$ cat src/rtl/cpu_sramlike_bridge.sv
// cpu_sramlike_bridge: merges the core's single-cycle instruction and data
// SRAM ports onto one shared SRAM-like bus (req/addr_ok/data_ok).
// Ports:
//   clk, rst          clock, asynchronous active-high reset
//   inst_en/addr      fetch request; inst_rdata valid whenever stall=0
//   data_en/wen/addr  data request; data_wdata store data;
//                     data_rdata valid whenever stall=0
//   stall             to the core's stall_from_cache
//   bus_req/wr/size/addr/wdata  request side of the shared bus
//   bus_addr_ok/data_ok/rdata   slave responses
module cpu_sramlike_bridge #(
    parameter int ADDR_W     = 32,
    parameter int DATA_W     = 32,
    parameter int MAP_KSEG   = 1,
    parameter int DATA_FIRST = 1
) (
    input  logic              clk,
    input  logic              rst,
    input  logic              inst_en,
    input  logic [ADDR_W-1:0] inst_addr,
    output logic [DATA_W-1:0] inst_rdata,
    input  logic              data_en,
    input  logic [3:0]        data_wen,
    input  logic [ADDR_W-1:0] data_addr,
    input  logic [DATA_W-1:0] data_wdata,
    output logic [DATA_W-1:0] data_rdata,
    output logic              stall,
    output logic              bus_req,
    output logic              bus_wr,
    output logic [1:0]        bus_size,
    output logic [ADDR_W-1:0] bus_addr,
    output logic [DATA_W-1:0] bus_wdata,
    input  logic              bus_addr_ok,
    input  logic              bus_data_ok,
    input  logic [DATA_W-1:0] bus_rdata
);

    typedef enum logic [1:0] {
        B_IDLE,
        B_ADDR,
        B_DATA
    } bus_state_e;

    bus_state_e state_q, state_d;

    logic              done_i, done_d;
    logic [DATA_W-1:0] rdata_i_q, rdata_d_q;

    // Latched request; owner_q=1 means the data channel holds the bus
    logic              owner_q;
    logic [ADDR_W-1:0] addr_q;
    logic              wr_q;
    logic [1:0]        size_q;
    logic [DATA_W-1:0] wdata_q;

    logic busy;
    logic pend_i, pend_d;
    logic issue, issue_data, complete;

    // kseg0/kseg1 (addr[31:30]==2'b10) fold onto the low 512 MiB
    function automatic logic [ADDR_W-1:0] kseg_map(
        input logic [ADDR_W-1:0] a
    );
        logic [ADDR_W-1:0] p;
        p = a;
        if (MAP_KSEG != 0 && a[31:30] == 2'b10) begin
            p[ADDR_W-1:29] = '0;
        end
        return p;
    endfunction

    // Illegal enable patterns fall back to a word access
    function automatic logic [1:0] wen_size(input logic [3:0] wen);
        logic [1:0] s;
        case (wen)
            4'b0001, 4'b0010,
            4'b0100, 4'b1000: s = 2'd0;
            4'b0011, 4'b1100: s = 2'd1;
            default:          s = 2'd2;
        endcase
        return s;
    endfunction

    // Depends on inputs and registers only, never on the bus handshake
    assign stall = (inst_en & ~done_i) | (data_en & ~done_d);

    assign busy   = (state_q != B_IDLE);
    assign pend_i = inst_en & ~done_i & ~(busy & ~owner_q);
    assign pend_d = data_en & ~done_d & ~(busy & owner_q);

    always_comb begin
        state_d    = state_q;
        issue      = 1'b0;
        issue_data = 1'b0;
        complete   = 1'b0;
        unique case (state_q)
            B_IDLE: begin
                if (pend_i | pend_d) begin
                    issue      = 1'b1;
                    issue_data = (DATA_FIRST != 0) ? pend_d : ~pend_i;
                    state_d    = B_ADDR;
                end
            end
            B_ADDR: begin
                if (bus_addr_ok) begin
                    state_d = B_DATA;
                end
            end
            B_DATA: begin
                if (bus_data_ok) begin
                    complete = 1'b1;
                    // Hand the bus straight to the other channel
                    if (owner_q ? pend_i : pend_d) begin
                        issue      = 1'b1;
                        issue_data = ~owner_q;
                        state_d    = B_ADDR;
                    end else begin
                        state_d = B_IDLE;
                    end
                end
            end
            default: state_d = B_IDLE;
        endcase
    end

    always_ff @(posedge clk or posedge rst) begin
        if (rst) begin
            state_q <= B_IDLE;
        end else begin
            state_q <= state_d;
        end
    end

    always_ff @(posedge clk or posedge rst) begin
        if (rst) begin
            owner_q <= 1'b0;
            addr_q  <= '0;
            wr_q    <= 1'b0;
            size_q  <= 2'd0;
            wdata_q <= '0;
        end else if (issue) begin
            owner_q <= issue_data;
            if (issue_data) begin
                addr_q  <= kseg_map(data_addr);
                wr_q    <= |data_wen;
                size_q  <= wen_size(data_wen);
                wdata_q <= data_wdata;
            end else begin
                addr_q  <= kseg_map(inst_addr);
                wr_q    <= 1'b0;
                size_q  <= 2'd2;
                wdata_q <= '0;
            end
        end
    end

    // A completion on the step-closing edge belongs to a withdrawn
    // request, so the clear takes priority over setting the flag.
    always_ff @(posedge clk or posedge rst) begin
        if (rst) begin
            done_i <= 1'b0;
            done_d <= 1'b0;
        end else if (!stall) begin
            done_i <= 1'b0;
            done_d <= 1'b0;
        end else if (complete) begin
            if (owner_q) begin
                done_d <= 1'b1;
            end else begin
                done_i <= 1'b1;
            end
        end
    end

    always_ff @(posedge clk or posedge rst) begin
        if (rst) begin
            rdata_i_q <= '0;
            rdata_d_q <= '0;
        end else if (complete && !wr_q) begin
            if (owner_q) begin
                rdata_d_q <= bus_rdata;
            end else begin
                rdata_i_q <= bus_rdata;
            end
        end
    end

    assign inst_rdata = rdata_i_q;
    assign data_rdata = rdata_d_q;
    assign bus_req    = (state_q == B_ADDR);
    assign bus_wr     = wr_q;
    assign bus_size   = size_q;
    assign bus_addr   = addr_q;
    assign bus_wdata  = wdata_q;

endmodule

$ cat config.mk
export PLATFORM = sky130hd
export DESIGN_NAME = cpu_sramlike_bridge
export DESIGN_NICKNAME = d
export VERILOG_FILES = /design/src/rtl/cpu_sramlike_bridge.sv
export SDC_FILE = /design/constraint.sdc
export NUM_CORES = 1
export LEC_CHECK = 0
export CORE_MARGIN = 1
export CORE_UTILIZATION = 40
export DETAILED_ROUTE_END_ITERATION = 10
export PLACE_DENSITY = 0.8
export SYNTH_ARGS = -nofsm -noshare
export SYNTH_HDL_FRONTEND = slang
export SYNTH_SLANG_ARGS = --single-unit
$ cat constraint.sdc
create_clock -name clk -period 5.2 [get_ports clk]
set_clock_uncertainty 0.15 [all_clocks]
set_input_delay 1.04 -clock clk [delete_from_list [all_inputs] [get_ports clk]]
set_output_delay 1.04 -clock clk [all_outputs]
set_load 0.005 [all_outputs]
Yosys cells after proc, flatten, opt, wreduce, memory -nomap -nowiden. Index checks and enable logic that the tools add are counted.

Output and inout port bits: 133. Flip-flop bits (word level): 136.

Reduce and logical (&&, ||, !) cells: 12. Mux-type cells: 29. Equal/unequal tests: 16. Bitwise operators: 13.

Operators with widths (count): $mux 32 (2); $mux 1 (17); $eq 4x2->1 const B (2); $eq 4x4->1 const B (2); $mux 2 (4); $reduce_and 2->1 (4); $reduce_or 4->1 (2); $and 1x1->1 (6); $eq 2x2->1 const B (3); $mux 3 (2); $ne 2x1->1 const B (3); $ne 2x2->1 const B (3); $pmux 2 s3 (1); $not 1->1 (5); $eq 4x1->1 const B (1); $eq 4x3->1 const B (1); $pmux 1 s2 (2); $pmux 2 s2 (1); $reduce_and 3->1 (1); $eq 2x1->1 const B (1); $logic_not 2->1 (1); $or 1x1->1 (2); $reduce_bool 2->1 (1); $reduce_or 2->1 (1); other kinds (2) (2).

Logic depth before layout (Yosys ltp). Gate-level depths: netlist of run 1.

Word-level depth: 9. Depth in mapped cells: 6. Mapped depth without buffers: 4.

Worst setup path before layout of run 1. No wires, ideal clock.

Path type: input -> register. From: in bus_data_ok. To: reg addr_q[26], in the netlist bus_addr[26]. Required time: 4.925 ns. Arrival: 2.265 ns. Setup slack: 2.660 ns. Setup time: 0.125 ns. Stages: 6. Cell sequence: or3b_1 a21o_1 buf_6 buf_6 a22o_1 mux2_2.

Longest elaborated chain between the ends: 3. Elaborated cells on any way between the ends: 5. Classes of those cells: 5 x mux.

RTL lines: start: declaration (line 34) `input logic bus_data_ok,`; $mux 1 (line 110) `if (bus_data_ok) begin`; $pmux 1 s2 (line 96) `unique case (state_q)`; $mux 32 (line 143) `if (issue_data) begin`; end signal: assignment (line 144) `addr_q <= kseg_map(data_addr);`; end signal: assignment (line 149) `addr_q <= kseg_map(inst_addr);`; end: declaration (line 51) `logic [ADDR_W-1:0] addr_q;`.

Parallel ways exist; a longest one is shown, timed or not. A chain may end at the register's enable or synchronous reset.

Worst setup path in the final report of run 1.
From: in data_en. To: out stall.

Longest elaborated chain between the ends: 2.

RTL lines: start: declaration (line 22) `input logic data_en,`; $and 1x1->1 (line 85) `assign stall = (inst_en & ~done_i) | (data_en & ~done_d);`; $or 1x1->1 (line 85); end: declaration (line 27) `output logic stall,`.

Every way passes these cells.

==> results of run 1 <==
[layout make-up]
cell class	count	area, µm²	share of cell area (%)
Inverter	8	35.0	0.393
Clock inverter	14	171	1.92
Clock buffer	18	439	4.92
Tap cell	176	220	2.47
Multi-Input combinational cell	197	1900	21.3
Timing Repair Buffer	277	2760	30.9
Sequential cell	136	3400	38.1
[worst register-to-register path, cell delays in order, from the launching register on]
cell and delay, ns:
dfrtp_1 0.42, nand2b_1 0.28, a21oi_2 0.13, o21bai_4 0.89, buf_4 0.40, a22o_1 0.19
[where the power goes]
| group | internal, W | total, W | switching [W] |
|---|---|---|---|
| Sequential | 0.00156 | 0.00185 | 0.000286 |
| Clock | 0.000769 | 0.00122 | 0.000453 |
| Combinational | 0.00144 | 0.00217 | 0.000728 |
| Total | 0.00377 | 0.00524 | 0.00147 |
[sequential cells by signal (all words and copies together) (netlist names)]
register,cells
bus_addr,32
bus_size,2
bus_wdata,32
bus_wr,1
data_rdata,32
done_d,1
done_i,1
inst_rdata,32
owner_q,1
state_q,2
[final timing paths]
check | startpoint | end
worst max-delay path | data_en | stall
worst min-delay path | bus_addr[14] | bus_addr[14]
worst max register to register | owner_q | bus_wdata[23]
worst min register to register | bus_addr[14] | bus_addr[14]
max in group asynchronous | rst | inst_rdata[20]
min in group asynchronous | rst | inst_rdata[19]
[kinds of logic after synthesis]
kind of cell,count (synthesis)
xor+xnor,1
mux,99
compound gates,77
simple gates,20
buf+inv,31
flops,136
[cell usage in the layout (no fill, tap or decap), types with 4 or more instances in the layout]
cell,count
nand2b_1,4
clkbuf_16,17
buf_4,7
dfrtp_1,136
nand2_1,7
clkdlybuf4s50_1,270
inv_6,4
o21ai_0,4
inv_1,7
mux2_2,97
a22o_1,63
[cell usage after synthesis]
| cell type | instances | area, µm² |
|---|---|---|
| dfrtp_1 | 136 | 3400 |
| buf_2 | 15 | 75.1 |
| nor2b_1 | 1 | 6.26 |
| or3b_1 | 1 | 8.76 |
| a211oi_1 | 1 | 7.51 |
| nor2_1 | 3 | 11.3 |
| a31oi_1 | 1 | 6.26 |
| nor3_1 | 1 | 5.00 |
| nand3_1 | 3 | 15.0 |
| mux2i_1 | 2 | 20.0 |
| a21boi_0 | 1 | 7.51 |
| a22o_1 | 63 | 552 |
| o21bai_1 | 1 | 7.51 |
| a21o_1 | 2 | 15.0 |
| inv_1 | 8 | 30.0 |
| mux2_2 | 97 | 1090 |
| a22oi_1 | 1 | 7.51 |
| clkbuf_1 | 6 | 22.5 |
| a21oi_1 | 3 | 15.0 |
| o21ai_0 | 4 | 20.0 |
| buf_6 | 2 | 22.5 |
| nand2_1 | 7 | 26.3 |
| xor2_1 | 1 | 8.76 |
| nand2b_1 | 4 | 25.0 |
[per-stage QoR]
stage	hold WS (ns)	setup slack, ns	total power, W	area [µm²]	utilization (%)
2_1_floorplan	0.333	0.371	0.00271	5410	-
3_5_place_dp	0.342	1.55	0.00405	8310	62.8
6_report	0.352	1.68	0.00524	8920	67.4
4_1_cts	0.355	1.67	0.00530	8920	67.4
5_1_grt	0.369	1.59	0.00553	8920	67.4
3_3_place_gp	0.337	1.67	0.00395	8310	62.8
[layer usage]
metal,part of all wire [%],routed length [µm]
met1,38,5670
met2,52,7720
met3,7.3,1090
met4,2.4,362
met5,0,0
==> results.toml, run 1 <==
[clocking]
cts_hold_buf = 0
clockRootBuffer = "clkbuf_16"
cts_setup_buffers = 0
htreeDepth = 4
clk_latency_ns = 0.41
cts_tree = "done"
clkTransAtPathRegs_ns = 0.06
clock-sinks = 136
cts_resized = 0
clockBufferDepth = 2
numCtsBuffers = 17

[global_route]
use_met2_pct = 39.2
met1_usage_pct = 24.6
track_usage_pct = 22.4
overflow = 0
grt_first_pass_wirelength_mm = 24.0
grt_pass1_vias = 4606
top_usage_layer = "met2"
grt_max_degree = 83
grt_use_met3_pct = 7.72
antenna_found_initial = 0

[sta]
max_freq_ghz = 0.284
hold_viol = 0
fin_tns_setup_ns = 0
worst_pin_slew_ns = 1.11
finalCritPeriodShare_pct = 67.7
relSlewSlack_pct = 25.5
maxSlewViolCount = 0
finalSetupViolCount = 0
layout_min_cycle_time_ns = 3.52
grt_setup_unrepaired = "no"

[place]
dp_hpwl_mm = 10.6
gp_congestion = 0.777
io_buffer_count = 270
placed_cells = 794

[worst_setup_path]
cp_slowest_cell = "clkdlybuf4s50_1"
cp.buffers_inverters = 2
cp_top_family = "buffers and inverters"
rrSetupSlack_ns = 2.69
worstPathMaxFanout = 5
worst-path-stages = 4
r2r_cells = 5
worst_path_largest_cell_delay_ns = 0.53
cp.required_ns = 4.01
worstPathArrival_ns = 2.33
worst_path_most_repeated_cell = "clkdlybuf4s50_1"
crit_chain = "clkdlybuf4s50_1, nand2b_1, nand2_1, clkdlybuf4s50_1"
path_class = "input port to output pin"
start_kind = "input port"
cp-end-kind = "output pin"

[floorplanning]
design.core.area_um2 = 13200
die_w_um = 118
die_h_um = 118
ios = 271
dieArea_um2 = 14000
initial_core_util_pct = 40.9
core.rowCount = 42

[logic_synthesis]
ys_ff_latch = 136
synth_compound_area_share_pct = 11.8
synth.distinct_cells = 24
syn-num-nets = 502
syn_inst = 364
yosys.area_share.adder_pct = 0
avgSynthCellArea_um2 = 14.9
synth_top_family_by_area = "multiplexers"
yosys.area_share.simple_pct = 1.80
yosysWarningCount = 0
synth_xor_xnor_area_share_pct = 0.162
muxShareOfSynthArea_pct = 20.6
ys_seq_area_share_pct = 62.9
netlist_area_um2 = 5410

[hold_path]
hold_depth = 1
hp-class = "flop to flop"

[cells_and_area]
final_nets = 775
diodes = 0
synthToLayoutAreaGrowth_pct = 64.9
n_fill_cell = 999
final_cells = 826
drive_gt1_share_pct = 21.8

[route]
routed_via_density = 5.02
wl_mm = 14.8
firstDrtPassIters = 4
ant_nets = 0
wl_per_cell_um = 18.0
drc = 0
via_count = 4145
first_iter_violations = 142

[power]
vdd_drop_max_mv = 0.300
p_leak_nw = 3.84
cellPowerDensity_nw_per_um2 = 587

[status]
outcome = "completed"

[run]
cap_violations = 0
Power figures use the tool's default switching activity.
==> run 2: changes to the inputs <==
==> constraint.sdc (replaced) <==
create_clock -name clk -period 3.4 [get_ports clk]
set_clock_uncertainty 0.15 [all_clocks]
set_input_delay 0.68 -clock clk [delete_from_list [all_inputs] [get_ports clk]]
set_output_delay 0.68 -clock clk [all_outputs]
set_load 0.005 [all_outputs]
==> results.toml, run 2 (synthesized netlist as in run 1, its figures left out) <==
[status]
outcome = "completed"

[power]
cellPowerDensity_nw_per_um2 = 897
vdd_drop_max_mv = 0.401
p_leak_nw = 3.85

[clocking]
htreeDepth = 4
clockRootBuffer = "clkbuf_16"
numCtsBuffers = 17
clockBufferDepth = 2
cts_tree = "done"
cts_resized = 0
cts_hold_buf = 0
clkTransAtPathRegs_ns = 0.06
clock-sinks = 136
cts_setup_buffers = 0
clk_latency_ns = 0.41

[sta]
relSlewSlack_pct = 36.1
grt_setup_unrepaired = "no"
layout_min_cycle_time_ns = 2.81
fin_tns_setup_ns = 0
maxSlewViolCount = 0
max_freq_ghz = 0.356
layout_setup_ws_ns = 0.594
hold_viol = 0
finalSetupViolCount = 0
worst_pin_slew_ns = 0.958
finalCritPeriodShare_pct = 82.5
hold-worst-slack_ns = 0.351

[worst_setup_path]
r2r_end = "bus_addr[8]"
worstPathMaxFanout = 5
worst-path-stages = 4
worstPathArrival_ns = 1.98
worst_path_most_repeated_cell = "clkdlybuf4s50_1"
cp.buffers_inverters = 2
cp_top_family = "buffers and inverters"
crit_start = "data_en"
cp-end-kind = "output pin"
reg2reg_from = "state_q[0]"
crit_chain = "clkdlybuf4s50_1, nand2b_1, nand2_1, clkdlybuf4s50_1"
r2r_cells = 4
path_class = "input port to output pin"
worst_path_largest_cell_delay_ns = 0.54
cp_slowest_cell = "clkdlybuf4s50_1"
start_kind = "input port"
cp.required_ns = 2.57
endpoint = "stall"
rrSetupSlack_ns = 1.14

[route]
via_count = 4204
first_iter_violations = 190
ant_nets = 0
wl_per_cell_um = 17.6
routed_via_density = 5.09
firstDrtPassIters = 4
wl_mm = 14.5
drc = 0

[cells_and_area]
n_fill_cell = 966
drive_gt1_share_pct = 21.7
final_nets = 775
synthToLayoutAreaGrowth_pct = 65.4
final_common_cell = "clkdlybuf4s50_1"
layout_common_cells = "clkdlybuf4s50_1 (270), dfrtp_1 (136), mux2_2 (97)"
diodes = 0

[floorplanning]
die_h_um = 118
dieArea_um2 = 14000
ios = 271
initial_core_util_pct = 40.9
die_w_um = 118
core.rowCount = 42
design.core.area_um2 = 13200

[place]
dp_hpwl_mm = 10.4
pre_cts_slack_ns = 0.329
gp_congestion = 0.793
io_buffer_count = 270

[global_route]
grt_max_degree = 137
grt_pass1_vias = 4510
track_usage_pct = 21.6
overflow = 0
grt_first_pass_wirelength_mm = 23.0
antenna_found_initial = 0

[run]
cap_violations = 0

[hold_path]
hp-class = "flop to flop"
==> run 2: changes by cell type in the layout (fill, tap and decap cells not counted) <==
cell / previous run / this run
buf_12: 0 / 2
buf_4: 7 / 5
clkbuf_1: 0 / 1
clkbuf_8: 1 / 3
clkinv_4: 2 / 3
inv_6: 4 / 0
nor2_2: 0 / 1
nor2_4: 1 / 0
==> run 2: area by class of cell <==
cell class	instances	area [µm²]	area share, %
flip-flops and latches	136	3400	38.0
clock buffers	21	470	5.26
inverters	8	33.8	0.378
repair buffers	277	2780	31.1
well taps	176	220	2.46
clock inverters	11	146	1.64
multi-input cells	197	1890	21.1
==> run 2: worst min-delay path by stage <==
stage,startpoint,end,slack [ns],cells after the start
3_5_place_dp,bus_addr[6],bus_addr[6],0.34,1
5_1_grt,data_rdata[7],data_rdata[7],0.36,1
3_3_place_gp,inst_rdata[5],inst_rdata[5],0.34,1
2_1_floorplan,done_i,done_i,0.33,2
4_1_cts,bus_addr[7],bus_addr[7],0.36,1
6_report,bus_addr[6],bus_addr[6],0.35,1
==> run 2: power by group <==
part	switching [W]	leakage [nW]	internal, W
clock	0.000673	0.299	0.00121
sequential	0.000423	1.70	0.00239
combinational	0.00111	1.85	0.00222
==> run 2: metal layers <==
metal	wire (µm)	global-route usage, %	share of wire (%)	up-vias
met5	0	0	0	-
met4	423	10.4	2.9	0
met3	1180	7.72	8.1	32
met2	7410	37.8	51	195
met1	5520	23.1	38	2092
li1	-	-	-	1885
==> run 2: worst reg2reg max path, cell delays in order, from the launching register on <==
cell and delay [ns]:
dfrtp_1 0.44, or3b_1 0.39, a21o_1 0.52, a22o_1 0.39, mux2_2 0.26
==> run 2: metrics by stage <==
| step | power, W | instances | cell area, µm² | util [%] |
|---|---|---|---|---|
| 3_5_place_dp | 0.00619 | 794 | 8330 | 62.9 |
| 4_1_cts | 0.00812 | 826 | 8950 | 67.6 |
| 6_report | 0.00802 | 826 | 8950 | 67.6 |
| 2_1_floorplan | 0.00415 | 364 | 5410 | - |
| 3_3_place_gp | 0.00606 | 794 | 8330 | 62.9 |
| 5_1_grt | 0.00847 | 826 | 8950 | 67.6 |
==> run 3: changes to the inputs <==
--- a/config.mk
+++ b/config.mk
@@ -6,9 +6,9 @@
 export NUM_CORES = 1
 export LEC_CHECK = 0
 export CORE_MARGIN = 1
-export CORE_UTILIZATION = 40
+export CORE_UTILIZATION = 36
 export DETAILED_ROUTE_END_ITERATION = 10
-export PLACE_DENSITY = 0.8
+export PLACE_DENSITY = 0.76
 export SYNTH_ARGS = -nofsm -noshare
 export SYNTH_HDL_FRONTEND = slang
 export SYNTH_SLANG_ARGS = --single-unit
==> constraint.sdc (replaced) <==
create_clock -name clk -period 2.37 [get_ports clk]
set_clock_uncertainty 0.15 [all_clocks]
set_input_delay 0.474 -clock clk [delete_from_list [all_inputs] [get_ports clk]]
set_output_delay 0.474 -clock clk [all_outputs]
set_load 0.005 [all_outputs]
==> results.toml, run 3 (synthesized netlist as in run 1, its figures left out) <==
[worst_setup_path]
cp.required_ns = 1.75
worstPathArrival_ns = 1.64
start_kind = "flop"
path_class = "flop to output pin"
worst_path_largest_cell_delay_ns = 0.51
cp_slowest_cell = "clkdlybuf4s50_1"
worstPathMaxFanout = 6
cp-end-kind = "output pin"
crit_chain = "nand2b_1, inv_1, clkdlybuf4s50_1"

[power]
p_clk_share_pct = 22.5
p_int_w = 0.00825
power.switching_w = 0.00324
comb_power_share_pct = 42.3
finalPower_w = 0.0115
seqPwrFrac_pct = 35.3
vdd_drop_max_mv = 0.503
p_leak_nw = 3.89
swShare_pct = 28.2
cellPowerDensity_nw_per_um2 = 1270

[clocking]
cts_tree = "done"
cts_setup_buffers = 0
numCtsBuffers = 17
clkTransAtPathRegs_ns = 0.06
clockRootBuffer = "clkbuf_16"
clk_latency_ns = 0.42
htreeDepth = 4
clock-sinks = 136
clockBufferDepth = 2

[place]
dp_hpwl_mm = 10.9
gp_congestion = 0.796
placed_cells = 810
placed_cell_area_um2 = 8480
io_buffer_count = 270

[hold_path]
hp-class = "input port to async pin"

[route]
drc = 0
routed_via_density = 4.93
first_iter_violations = 123
ant_nets = 0
via_count = 4150
wl_per_cell_um = 17.5
firstDrtPassIters = 4
wl_mm = 14.8

[sta]
finalCritPeriodShare_pct = 95.5
layout_min_cycle_time_ns = 2.26
finalSetupViolCount = 0
fin_tns_setup_ns = 0
maxSlewViolCount = 0
grt_setup_unrepaired = "no"
worst_pin_slew_ns = 0.355
hold_viol = 0
max_freq_ghz = 0.442
relSlewSlack_pct = 76.4

[floorplanning]
initial_core_util_pct = 37.1
design.core.area_um2 = 14600
ios = 271
die_h_um = 125
dieArea_um2 = 15500
die_w_um = 125
core.rowCount = 44

[global_route]
grt_pass1_vias = 4448
antenna_found_initial = 0
track_usage_pct = 19.9
grt_max_degree = 58
grt_first_pass_wirelength_mm = 23.9
overflow = 0

[cells_and_area]
design_area_um2 = 9060
layout_common_cells = "clkdlybuf4s50_1 (269), dfrtp_1 (135), mux2_2 (97)"
multiInputGateArea_um2 = 1900
synthToLayoutAreaGrowth_pct = 67.5
n_fill_cell = 1119
final_nets = 783
regArea_um2 = 3400
final_cells = 842
drive_gt1_share_pct = 22.8
diodes = 0
final_common_cell = "clkdlybuf4s50_1"

[status]
outcome = "completed"

[run]
cap_violations = 0
run 3: path summary, 6_finish.rpt:
check,depth (start not counted),startpoint,to,slack (ns)
worst max-delay path,3,state_q[1],bus_req,0.11
worst min-delay path,2,rst,inst_rdata[12],0.19
worst max register to register,5,state_q[0],bus_addr[28],0.37
worst min register to register,1,data_rdata[10],data_rdata[10],0.35
max in group asynchronous,3,rst,state_q[1],1.32
min in group clk,1,data_rdata[10],data_rdata[10],0.35
run 3: cell type report:
class                   instances  area share [%]
flip-flops and latches        136            37.6
repair buffers                285            32.2
multi-input cells             197            20.9
clock buffers                  18            4.74
well taps                     184            2.54
clock inverters                14            1.66
inverters                       8           0.373
run 3: power groups by stage:
stage	registers, W	logic, W	clock network, W
6_report	0.00405	0.00486	0.00258
5_1_grt	0.00421	0.00519	0.00274
4_1_cts	0.00407	0.00494	0.00263
2_1_floorplan	0.00407	0.00188	0
3_3_place_gp	0.00402	0.00480	0
3_5_place_dp	0.00409	0.00492	0
run 3: what timing repair did:
| action | 4_1_cts | 5_1_grt |
|---|---|---|
| hold buffers | 0 | 0 |
| endpoints found under the setup margin | 0 | 2 |
| resized for setup | 0 | 2 |
run 3: critical path: cells and delay by family, from the launching register on:
kind          cells  cell delay, ns
buf+inv           2            0.60
flops             1            0.45
simple gates      1            0.17
run 3: through the flow:
step | hold slack [ns] | util [%] | setup slack (ns)
after floorplan | 0.333 | - | 0.0529
after global placement | 0.338 | 58.1 | -0.111
after detailed placement | 0.342 | 58.1 | -0.153
after CTS | 0.183 | 62.1 | 0.0698
after global routing | 0.197 | 62.1 | 0.0252
final | 0.191 | 62.1 | 0.108
run 3: routing by layer:
layer | part of all wire, % | GRT usage, % | up-vias
met2 | 50 | 33.0 | 182
met5 | 0 | 0 | -
met3 | 7.2 | 6.70 | 31
li1 | - | - | 1906
met4 | 2.5 | 8.79 | 0
met1 | 40 | 23.4 | 2031
